--- src/rtl/ahb_manager_pipelined_pkg.sv ---
// ahb_manager_pipelined_pkg: shared AHB-Lite encodings and command type for the pipelined manager
package ahb_pkg;
  typedef enum logic [1:0] {TRANS_IDLE = 2'b00, TRANS_BUSY = 2'b01, TRANS_NONSEQ = 2'b10, TRANS_SEQ = 2'b11} transfer_type_e;
  typedef enum logic [2:0] {SIZE_BYTE = 3'b000, SIZE_HALF = 3'b001, SIZE_WORD = 3'b010, SIZE_DWORD = 3'b011} transfer_size_e;
  typedef enum logic [2:0] {BURST_SINGLE = 3'b000, BURST_INCR = 3'b001, BURST_WRAP4 = 3'b010, BURST_INCR4 = 3'b011} burst_e;
  typedef enum logic {DIR_READ = 1'b0, DIR_WRITE = 1'b1} transfer_direction_e;
  typedef enum logic {RESP_OKAY = 1'b0, RESP_ERROR = 1'b1} resp_e;
  localparam int CMD_ADDR_WIDTH = 32;
  localparam int CMD_DATA_WIDTH = 32;
  typedef struct packed {
    logic                      write;
    logic [2:0]                size;
    logic [CMD_ADDR_WIDTH-1:0] addr;
    logic [CMD_DATA_WIDTH-1:0] wdata;
  } cmd_t;
  localparam logic [2:0] HBURST_SINGLE = BURST_SINGLE;
endpackage

--- src/rtl/ahb_manager_pipelined_if.sv ---
// ahb_manager_pipelined_if: command/response stream plus AHB-Lite manager bus
interface ahb_manager_pipelined_if #(
  parameter int ADDR_WIDTH = 32,
  parameter int DATA_WIDTH = 32
);
  logic                  cmd_valid;
  logic                  cmd_ready;
  logic                  cmd_write;
  logic [2:0]            cmd_size;
  logic [ADDR_WIDTH-1:0] cmd_addr;
  logic [DATA_WIDTH-1:0] cmd_wdata;
  logic                  rsp_valid;
  logic [DATA_WIDTH-1:0] rsp_rdata;
  logic                  rsp_error;
  logic                  busy;
  logic [ADDR_WIDTH-1:0] HADDR;
  logic [2:0]            HBURST;
  logic [2:0]            HSIZE;
  logic [1:0]            HTRANS;
  logic                  HWRITE;
  logic [DATA_WIDTH-1:0] HWDATA;
  logic [DATA_WIDTH-1:0] HRDATA;
  logic                  HREADY;
  logic                  HRESP;
  modport master (
    input  cmd_valid, cmd_write, cmd_size, cmd_addr, cmd_wdata, HRDATA, HREADY, HRESP,
    output cmd_ready, rsp_valid, rsp_rdata, rsp_error, busy, HADDR, HBURST, HSIZE, HTRANS, HWRITE, HWDATA
  );
  modport slave (
    output cmd_valid, cmd_write, cmd_size, cmd_addr, cmd_wdata, HRDATA, HREADY, HRESP,
    input  cmd_ready, rsp_valid, rsp_rdata, rsp_error, busy, HADDR, HBURST, HSIZE, HTRANS, HWRITE, HWDATA
  );
endinterface

--- src/rtl/ahb_manager_pipelined_resp_tracker.sv ---
// ahb_manager_resp_tracker: data-phase register, response generation and two-cycle ERROR handling
module ahb_manager_resp_tracker #(
  parameter int DATA_WIDTH = 32
) (
  input  logic                  HCLK,
  input  logic                  HRESET,
  input  logic                  HREADY,
  input  logic                  HRESP,
  input  logic [DATA_WIDTH-1:0] HRDATA,
  input  logic                  a_valid,
  input  logic                  a_write,
  input  logic [DATA_WIDTH-1:0] a_wdata,
  output logic                  d_valid,
  output logic                  err_state,
  output logic [DATA_WIDTH-1:0] HWDATA,
  output logic                  rsp_valid,
  output logic [DATA_WIDTH-1:0] rsp_rdata,
  output logic                  rsp_error
);
  logic d_write;
  // advance the address phase into the data phase; an address phase cancelled by ERROR never enters
  always_ff @(posedge HCLK or posedge HRESET) begin
    if (HRESET) begin
      d_valid <= 1'b0;
      d_write <= 1'b0;
      HWDATA  <= '0;
    end else if (HREADY) begin
      d_valid <= a_valid && !err_state;
      if (!err_state) begin
        d_write <= a_write;
        HWDATA  <= a_wdata;
      end
    end
  end
  // first ERROR cycle (HREADY low) parks the manager; the completing cycle releases it
  always_ff @(posedge HCLK or posedge HRESET) begin
    if (HRESET) err_state <= 1'b0;
    else if (HREADY) err_state <= 1'b0;
    else if (d_valid && HRESP) err_state <= 1'b1;
  end
  // one response pulse per completed data phase
  always_ff @(posedge HCLK or posedge HRESET) begin
    if (HRESET) begin
      rsp_valid <= 1'b0;
      rsp_rdata <= '0;
      rsp_error <= 1'b0;
    end else begin
      rsp_valid <= HREADY && d_valid;
      if (HREADY && d_valid) begin
        rsp_rdata <= d_write ? '0 : HRDATA;
        rsp_error <= HRESP;
      end
    end
  end
endmodule

--- src/rtl/ahb_manager_pipelined.sv ---
// ahb_manager_pipelined: valid/ready commands to pipelined AHB-Lite single transfers (lane replication via AHB_MANAGER_LANE_REPLICATE_EN)
module ahb_manager_pipelined
  import ahb_pkg::*;
#(
  parameter int         ADDR_WIDTH = 32,
  parameter int         DATA_WIDTH = 32,
  parameter logic [2:0] MAX_SIZE   = 3'b010
) (
  input logic                    HCLK,
  input logic                    HRESET,
  ahb_manager_pipelined_if.master bus
);
  logic                  a_valid, a_write, d_valid, err_state, cmd_fire;
  logic [2:0]            a_size, cmd_size_c;
  logic [ADDR_WIDTH-1:0] a_addr;
  logic [DATA_WIDTH-1:0] a_wdata, cmd_wdata_l;
  assign bus.cmd_ready = !err_state && (!a_valid || bus.HREADY);
  assign cmd_fire      = bus.cmd_valid && bus.cmd_ready;
  assign cmd_size_c    = bus.cmd_size > MAX_SIZE ? MAX_SIZE : bus.cmd_size;
`ifdef AHB_MANAGER_LANE_REPLICATE_EN
  assign cmd_wdata_l = cmd_size_c == SIZE_BYTE ? {(DATA_WIDTH/8){bus.cmd_wdata[7:0]}} :
                       cmd_size_c == SIZE_HALF ? {(DATA_WIDTH/16){bus.cmd_wdata[15:0]}} : bus.cmd_wdata;
`else
  assign cmd_wdata_l = bus.cmd_wdata;
`endif
  // address-phase register: load on accept, retire when the bus moves it on, hold otherwise
  always_ff @(posedge HCLK or posedge HRESET) begin
    if (HRESET) begin
      a_valid <= 1'b0;
      a_write <= 1'b0;
      a_size  <= '0;
      a_addr  <= '0;
      a_wdata <= '0;
    end else if (cmd_fire) begin
      a_valid <= 1'b1;
      a_write <= bus.cmd_write;
      a_size  <= cmd_size_c;
      a_addr  <= bus.cmd_addr;
      a_wdata <= cmd_wdata_l;
    end else if (bus.HREADY && !err_state) begin
      a_valid <= 1'b0;
    end
  end
  assign bus.HADDR  = a_addr;
  assign bus.HSIZE  = a_size;
  assign bus.HWRITE = a_write;
  assign bus.HBURST = HBURST_SINGLE;
  assign bus.HTRANS = a_valid && !err_state ? TRANS_NONSEQ : TRANS_IDLE;
  assign bus.busy   = a_valid || d_valid || err_state;
  ahb_manager_resp_tracker #(.DATA_WIDTH(DATA_WIDTH)) u_trk (
    .HCLK      (HCLK),
    .HRESET    (HRESET),
    .HREADY    (bus.HREADY),
    .HRESP     (bus.HRESP),
    .HRDATA    (bus.HRDATA),
    .a_valid   (a_valid),
    .a_write   (a_write),
    .a_wdata   (a_wdata),
    .d_valid   (d_valid),
    .err_state (err_state),
    .HWDATA    (bus.HWDATA),
    .rsp_valid (bus.rsp_valid),
    .rsp_rdata (bus.rsp_rdata),
    .rsp_error (bus.rsp_error)
  );
endmodule

--- src/flat_wrapper.sv ---
// flat-port wrapper written by rule: the top's interface ports become plain ports
module ahb_manager_pipelined_flat import ahb_pkg::*;
#(
  parameter int         ADDR_WIDTH = 32,
  parameter int         DATA_WIDTH = 32,
  parameter logic [2:0] MAX_SIZE   = 3'b010
)
  (HCLK, HRESET, bus_cmd_valid, bus_cmd_write, bus_cmd_size, bus_cmd_addr, bus_cmd_wdata, bus_HRDATA, bus_HREADY, bus_HRESP, bus_cmd_ready, bus_rsp_valid, bus_rsp_rdata, bus_rsp_error, bus_busy, bus_HADDR, bus_HBURST, bus_HSIZE, bus_HTRANS, bus_HWRITE, bus_HWDATA);
  ahb_manager_pipelined_if #(.ADDR_WIDTH(ADDR_WIDTH), .DATA_WIDTH(DATA_WIDTH)) bus_i ();
  input logic HCLK;
  input logic HRESET;
  input wire logic [$bits(bus_i.cmd_valid)-1:0] bus_cmd_valid;
  input wire logic [$bits(bus_i.cmd_write)-1:0] bus_cmd_write;
  input wire logic [$bits(bus_i.cmd_size)-1:0] bus_cmd_size;
  input wire logic [$bits(bus_i.cmd_addr)-1:0] bus_cmd_addr;
  input wire logic [$bits(bus_i.cmd_wdata)-1:0] bus_cmd_wdata;
  input wire logic [$bits(bus_i.HRDATA)-1:0] bus_HRDATA;
  input wire logic [$bits(bus_i.HREADY)-1:0] bus_HREADY;
  input wire logic [$bits(bus_i.HRESP)-1:0] bus_HRESP;
  output wire logic [$bits(bus_i.cmd_ready)-1:0] bus_cmd_ready;
  output wire logic [$bits(bus_i.rsp_valid)-1:0] bus_rsp_valid;
  output wire logic [$bits(bus_i.rsp_rdata)-1:0] bus_rsp_rdata;
  output wire logic [$bits(bus_i.rsp_error)-1:0] bus_rsp_error;
  output wire logic [$bits(bus_i.busy)-1:0] bus_busy;
  output wire logic [$bits(bus_i.HADDR)-1:0] bus_HADDR;
  output wire logic [$bits(bus_i.HBURST)-1:0] bus_HBURST;
  output wire logic [$bits(bus_i.HSIZE)-1:0] bus_HSIZE;
  output wire logic [$bits(bus_i.HTRANS)-1:0] bus_HTRANS;
  output wire logic [$bits(bus_i.HWRITE)-1:0] bus_HWRITE;
  output wire logic [$bits(bus_i.HWDATA)-1:0] bus_HWDATA;
  assign bus_i.cmd_valid = bus_cmd_valid;
  assign bus_i.cmd_write = bus_cmd_write;
  assign bus_i.cmd_size = bus_cmd_size;
  assign bus_i.cmd_addr = bus_cmd_addr;
  assign bus_i.cmd_wdata = bus_cmd_wdata;
  assign bus_i.HRDATA = bus_HRDATA;
  assign bus_i.HREADY = bus_HREADY;
  assign bus_i.HRESP = bus_HRESP;
  assign bus_cmd_ready = bus_i.cmd_ready;
  assign bus_rsp_valid = bus_i.rsp_valid;
  assign bus_rsp_rdata = bus_i.rsp_rdata;
  assign bus_rsp_error = bus_i.rsp_error;
  assign bus_busy = bus_i.busy;
  assign bus_HADDR = bus_i.HADDR;
  assign bus_HBURST = bus_i.HBURST;
  assign bus_HSIZE = bus_i.HSIZE;
  assign bus_HTRANS = bus_i.HTRANS;
  assign bus_HWRITE = bus_i.HWRITE;
  assign bus_HWDATA = bus_i.HWDATA;
  ahb_manager_pipelined #(.ADDR_WIDTH(ADDR_WIDTH), .DATA_WIDTH(DATA_WIDTH), .MAX_SIZE(MAX_SIZE)) u_core (.HCLK(HCLK), .HRESET(HRESET), .bus(bus_i));
endmodule
--- config.mk ---
export PLATFORM = sky130hd
export DESIGN_NAME = ahb_manager_pipelined_flat
export DESIGN_NICKNAME = d
export VERILOG_FILES = /design/src/rtl/ahb_manager_pipelined_pkg.sv /design/src/rtl/ahb_manager_pipelined_if.sv /design/src/rtl/ahb_manager_pipelined_resp_tracker.sv /design/src/rtl/ahb_manager_pipelined.sv /design/src/flat_wrapper.sv
export SDC_FILE = /design/constraint.sdc
export NUM_CORES = 1
export LEC_CHECK = 0
export CAP_MARGIN = 20
export CORE_UTILIZATION = 45
export DETAILED_ROUTE_END_ITERATION = 16
export DONT_BUFFER_PORTS = 1
export REMOVE_ABC_BUFFERS = 1
export SETUP_SLACK_MARGIN = 0.4
export SYNTH_ARGS = -nofsm -noshare
export SYNTH_HDL_FRONTEND = slang
export SYNTH_SLANG_ARGS = --single-unit
export TNS_END_PERCENT = 10
--- constraint.sdc ---
create_clock -name HCLK -period 10.9 [get_ports HCLK]
set_input_delay 0 -clock HCLK [delete_from_list [all_inputs] [get_ports HCLK]]
set_output_delay 0 -clock HCLK [all_outputs]
set_load 0.01 [all_outputs]
* After elaboration in Yosys (flattened, before gate mapping)
Cells that the tools add are included.
Widths: inputs -> output; s select.
** Storage, ports and cells
- Register bits :: 138
- Output and inout port bits :: 109
- Logic and storage cells :: 35
** Cells by class
- Reductions and logical operators :: 14
- Magnitude comparators :: 1
- Bitwise logic cells :: 1
- Mux-type cells :: 7
** Operators with widths (count)
- $mux 32 :: 1
- $logic_and 1x1->1 :: 6
- $mux 1 :: 4
- $reduce_bool 2->1 :: 2
- $gt 3x2->1 const B :: 1
- $logic_or 1x1->1 :: 3
- $mux 3 :: 1
- $logic_not 1->1 :: 2
- $mux 2 :: 1
- $reduce_and 2->1 :: 1
- $not 1->1 :: 1

* Depth between registers and ports, before layout
- Depth after elaboration :: 5
- Depth in mapped cells :: 5
- Mapped depth without buffers :: 3

* Modules after synthesis
A second synthesis with hierarchy kept.
** Unflattened totals
- Cells, all modules :: 348
- Area, all modules :: 5724.2 µm²
** By module, submodules not included
- ahb_manager_resp_tracker :: cells an instance 186, instances 1, area each 2950.3 µm²
- ahb_manager_pipelined :: cells an instance 162, instances 1, area each 2773.9 µm²

* Least setup slack after synthesis
OpenSTA, ideal clock, no wires.
- Path kind :: register to register
- Start point :: reg u_core.a_valid
- End point :: reg u_core.a_wdata[0]
- Arrival :: 1.421 ns
- Data required time :: 10.775 ns
- Stages on the path, launching flop included :: 6
- Setup slack :: 9.355 ns
- Cells stage by stage :: dfrtp_1 -> nor2b_2 -> nor3b_4 -> buf_4 -> buf_6 -> mux2_2
** Between the ends
- Longest elaborated chain between the ends :: 4
** Ends and longest elaborated chain
- start: declaration :: RTL line ahb_manager_pipelined.sv:13 : logic a_valid, a_write, d_valid, err_state, cmd_fire;
- start signal: assignment :: RTL line ahb_manager_pipelined.sv:29 : a_valid <= 1'b0;
- start signal: assignment :: RTL line ahb_manager_pipelined.sv:35 : a_valid <= 1'b1;
- start signal: assignment :: RTL line ahb_manager_pipelined.sv:41 : a_valid <= 1'b0;
- $logic_not 1->1 :: RTL line ahb_manager_pipelined.sv:17 : assign bus.cmd_ready = !err_state && (!a_valid || bus.HREADY);
- $logic_or 1x1->1 :: RTL line ahb_manager_pipelined.sv:17
- $logic_and 1x1->1 :: RTL line ahb_manager_pipelined.sv:17
- $logic_and 1x1->1 :: RTL line ahb_manager_pipelined.sv:18 : assign cmd_fire = bus.cmd_valid && bus.cmd_ready;
- end signal: assignment :: RTL line ahb_manager_pipelined.sv:39 : a_wdata <= cmd_wdata_l;
- end: declaration :: RTL line ahb_manager_pipelined.sv:16 : logic [DATA_WIDTH-1:0] a_wdata, cmd_wdata_l;
No other way between the ends.
A chain may end at the register's enable or synchronous reset.

* Worst setup path after layout
- Start point :: reg u_core.a_valid
- End point :: reg u_core.a_addr[24] (netlist: u_core.bus.HADDR[24])
** Between the ends
- Longest elaborated chain between the ends :: 4
** Ends and longest elaborated chain
- $logic_not 1->1 :: RTL line ahb_manager_pipelined.sv:17
- $logic_or 1x1->1 :: RTL line ahb_manager_pipelined.sv:17
- $logic_and 1x1->1 :: RTL line ahb_manager_pipelined.sv:17
- $logic_and 1x1->1 :: RTL line ahb_manager_pipelined.sv:18
- end signal: assignment :: RTL line ahb_manager_pipelined.sv:38 : a_addr <= bus.cmd_addr;
- end: declaration :: RTL line ahb_manager_pipelined.sv:15 : logic [ADDR_WIDTH-1:0] a_addr;
No other way between the ends.

==> reports/qor.yml <==
dp_slack_ns: 8.243
hp-class: "in -> reg"
setup_tns_ns: 0
period_minus_slack_ns: 2.604
fin_skew_ns: 0.007015
grt_pass1_wl_um: 18110
grt_pass1_vias: 3478
cts_buffers: 17
drc_errors: 0
antenna_found_initial: 0
synth_compound_area_share_pct: 3.249
rsz0062_at_grt: "false"
yosys.area_share.adder_pct: 0
worst_slack_ns: 8.296
wl_per_cell_um: 17.20
clkLatencyLatePin_ns: 0.41
synth_xor_area_share_pct: 0
dieHeight_um: 110.7
place_area_um2: 5398
p_leak_nw: 3.038
ir_drop_v: 0.0001544
hold_buffers: 105
clock_sinks: 138
ctsResizeCount: 0
port_buffers: 0
crit_slowest_cell: "nor3b_4"
fmax_mhz: 384.0
drv_cap: 0
design_area_um2: 7063
synthSimpleGateAreaFrac_pct: 7.370
cp_max_fo: 51
endpoint_kind: "register"
path_cells: "nor2b_2 > nor3b_4 > buf_4 > mux2_2"
core.rowCount: 39
multi_input_area_um2: 1730
register_area_um2: 3453
synth_seq_cells: 138
viasPerCell: 5.003
dieArea_um2: 12250
synth_cells: 379
grt_overflow: 0
root_buffer: "clkbuf_16"
cts_tree: "built"
drt_iter0_drc: 151
gp_congestion: 0.7176
grt_usage_pct: 19.33
yosys_warnings: 0
start_util_pct: 46.34
nNetsFinal: 588
firstDrtPassIters: 4
dr_total_vias: 3197
drive_above_1_share_pct: 27.82
grt_max_degree: 77
slew_viol_final: 0
yosysTopAreaCellShare_pct: 64.99
required_ns: 11.19
fill_cells: 844
synth_top_family_by_area: "multiplexers"
die_x_um: 110.7
clk_pin_slew_ns: 0.06
whs_ns: 0.08958
critPathKind: "reg -> reg"
synth_edf_count: 0
arrival_ns: 2.90
yosysSeqAreaShare_pct: 64.99
cts_setup_buffers: 0
synth_area_per_cell_um2: 14.02
ctsLongestPathBuffers: 2
synth_area_leader_cell: "dfrtp_1"
critPathLaunchType: "register"
status: "complete, no violations"
finalHoldViolations: 0
area_growth_pct: 32.92
wl_um: 10990
yosys-top-cells-area: "dfrtp_1 (65%), mux2_2 (21%), nand2b_1 (3.9%), o21ai_0 (3.0%), nand2_1 (2.4%)"
slew_headroom_pct: 35.55
dp_hpwl_um: 6463
io_pins: 214
power_density_nw_per_um2: 248.0
tightest_slew_ns: 0.9633
finalCoreUtilization_pct: 61.59
min_period_over_period_pct: 23.89
core_area_um2: 11470
htreeDepth: 4
setup_viol: 0
synthArstFlopShare_pct: 100.0
ys.flop_type: "dfrtp_1"
synth_mux_area_share_pct: 21.57
n_antenna_cell: 0
netlist_area_um2: 5314
ant_nets: 0
critPathMaxStageDelay_ns: 0.77
synth_cell_types: 19
critical path, delay by kind of cell (launching register included):
family / cells / cell delay, ns
and+or+nand+nor: 2 / 0.95
buffers and inverters: 1 / 0.68
muxes: 1 / 0.42
DFF: 1 / 0.39
kinds of logic (layout without fill, tap and decap cells):
logic type / after synthesis / count (layout)
multiplexers: 102 / 102
buffers and inverters: 29 / 143
other: 1 / 4
flip-flops: 138 / 138
AO/OA/AOI/OAI: 34 / 34
AND/OR/NAND/NOR: 75 / 75
cell type report:
| class | instances | share of cell area [%] |
|---|---|---|
| clock inverter | 11 | 2.037 |
| timing repair buffer | 107 | 15.09 |
| clock buffer | 21 | 6.661 |
| tap | 143 | 2.533 |
| multi-input combinational | 215 | 24.50 |
| inverter | 4 | 0.2834 |
| sequential | 138 | 48.89 |
power by group:
part | internal (mW) | switching (mW) | leakage (nW)
sequential | 0.689 | 0.200 | 1.66
clock | 0.377 | 0.210 | 0.291
combinational | 0.168 | 0.107 | 1.09
routing by layer:
layer / routed length [µm] / global-route usage [%] / vias up / part of all wire [%]
met1: 4367 / 22.33 / 1569 / 40
met3: 754 / 7.162 / 24 / 6.9
li1: - / - / 1474 / -
met2: 5566 / 31.26 / 130 / 51
met4: 301 / 10.40 / 0 / 2.7
met5: 0 / 0 / - / 0
layout by cell type (no fill, tap or decap):
master,Yosys,final
nor3b_4,1,1
inv_6,0,1
clkbuf_1,10,1
clkinvlp_4,0,4
nand2b_1,33,32
o21ai_0,32,32
clkbuf_8,0,3
nand2_1,34,33
conb_1,1,4
clkinv_4,0,1
clkbuf_16,0,17
nand2b_2,0,1
inv_1,4,3
mux2i_1,2,2
or3_1,1,1
nor2_1,3,3
clkinv_2,0,3
dlygate4sd3_1,0,105
nor2b_1,2,2
buf_4,5,2
nand2_2,0,1
dfrtp_1,138,138
a21oi_1,1,1
bufinv_16,0,3
mux2_2,100,100
nor2b_2,1,1
a21o_1,1,1
cell usage after synthesis (2+ instances only):
cell type    n
mux2i_1      2
buf_4        5
dfrtp_1    138
mux2_2     100
buf_2        9
nor2b_1      2
clkbuf_1    10
inv_1        4
nor2_1       3
nand2b_1    33
nand2_1     34
o21ai_0     32
path summary, 6_finish.rpt:
kind | from | endpoint | slack, ns | cells after the start
setup reg to reg | u_core.a_valid | u_core.bus.HADDR[24] | 8.30 | 4
min in group asynchronous | HRESET | u_core.bus.HADDR[17] | 0.13 | 2
setup / recovery | u_core.a_valid | u_core.bus.HADDR[24] | 8.30 | 4
max in group asynchronous | HRESET | u_core.u_trk.HWDATA[4] | 9.39 | 3
hold reg to reg | u_core.a_wdata[24] | u_core.u_trk.HWDATA[24] | 0.50 | 1
hold / removal | bus_cmd_valid | u_core.a_wdata[11] | 0.09 | 2
sequential cells by signal, summed over array words and instances (netlist names):
name,count
u_core.a_valid,1
u_core.a_wdata,32
u_core.bus.HADDR,32
u_core.bus.HSIZE,3
u_core.bus.HWRITE,1
u_core.u_trk.HWDATA,32
u_core.u_trk.d_valid,1
u_core.u_trk.d_write,1
u_core.u_trk.err_state,1
u_core.u_trk.rsp_error,1
u_core.u_trk.rsp_rdata,32
u_core.u_trk.rsp_valid,1
through the flow:
stage / instances / total power, mW
floorplan: 357 / 1.062
global placement: 502 / 1.129
detailed placement: 502 / 1.144
CTS: 639 / 1.769
global route: 639 / 1.846
finish: 639 / 1.752
No activity file was read; power rests on OpenSTA's default activity.
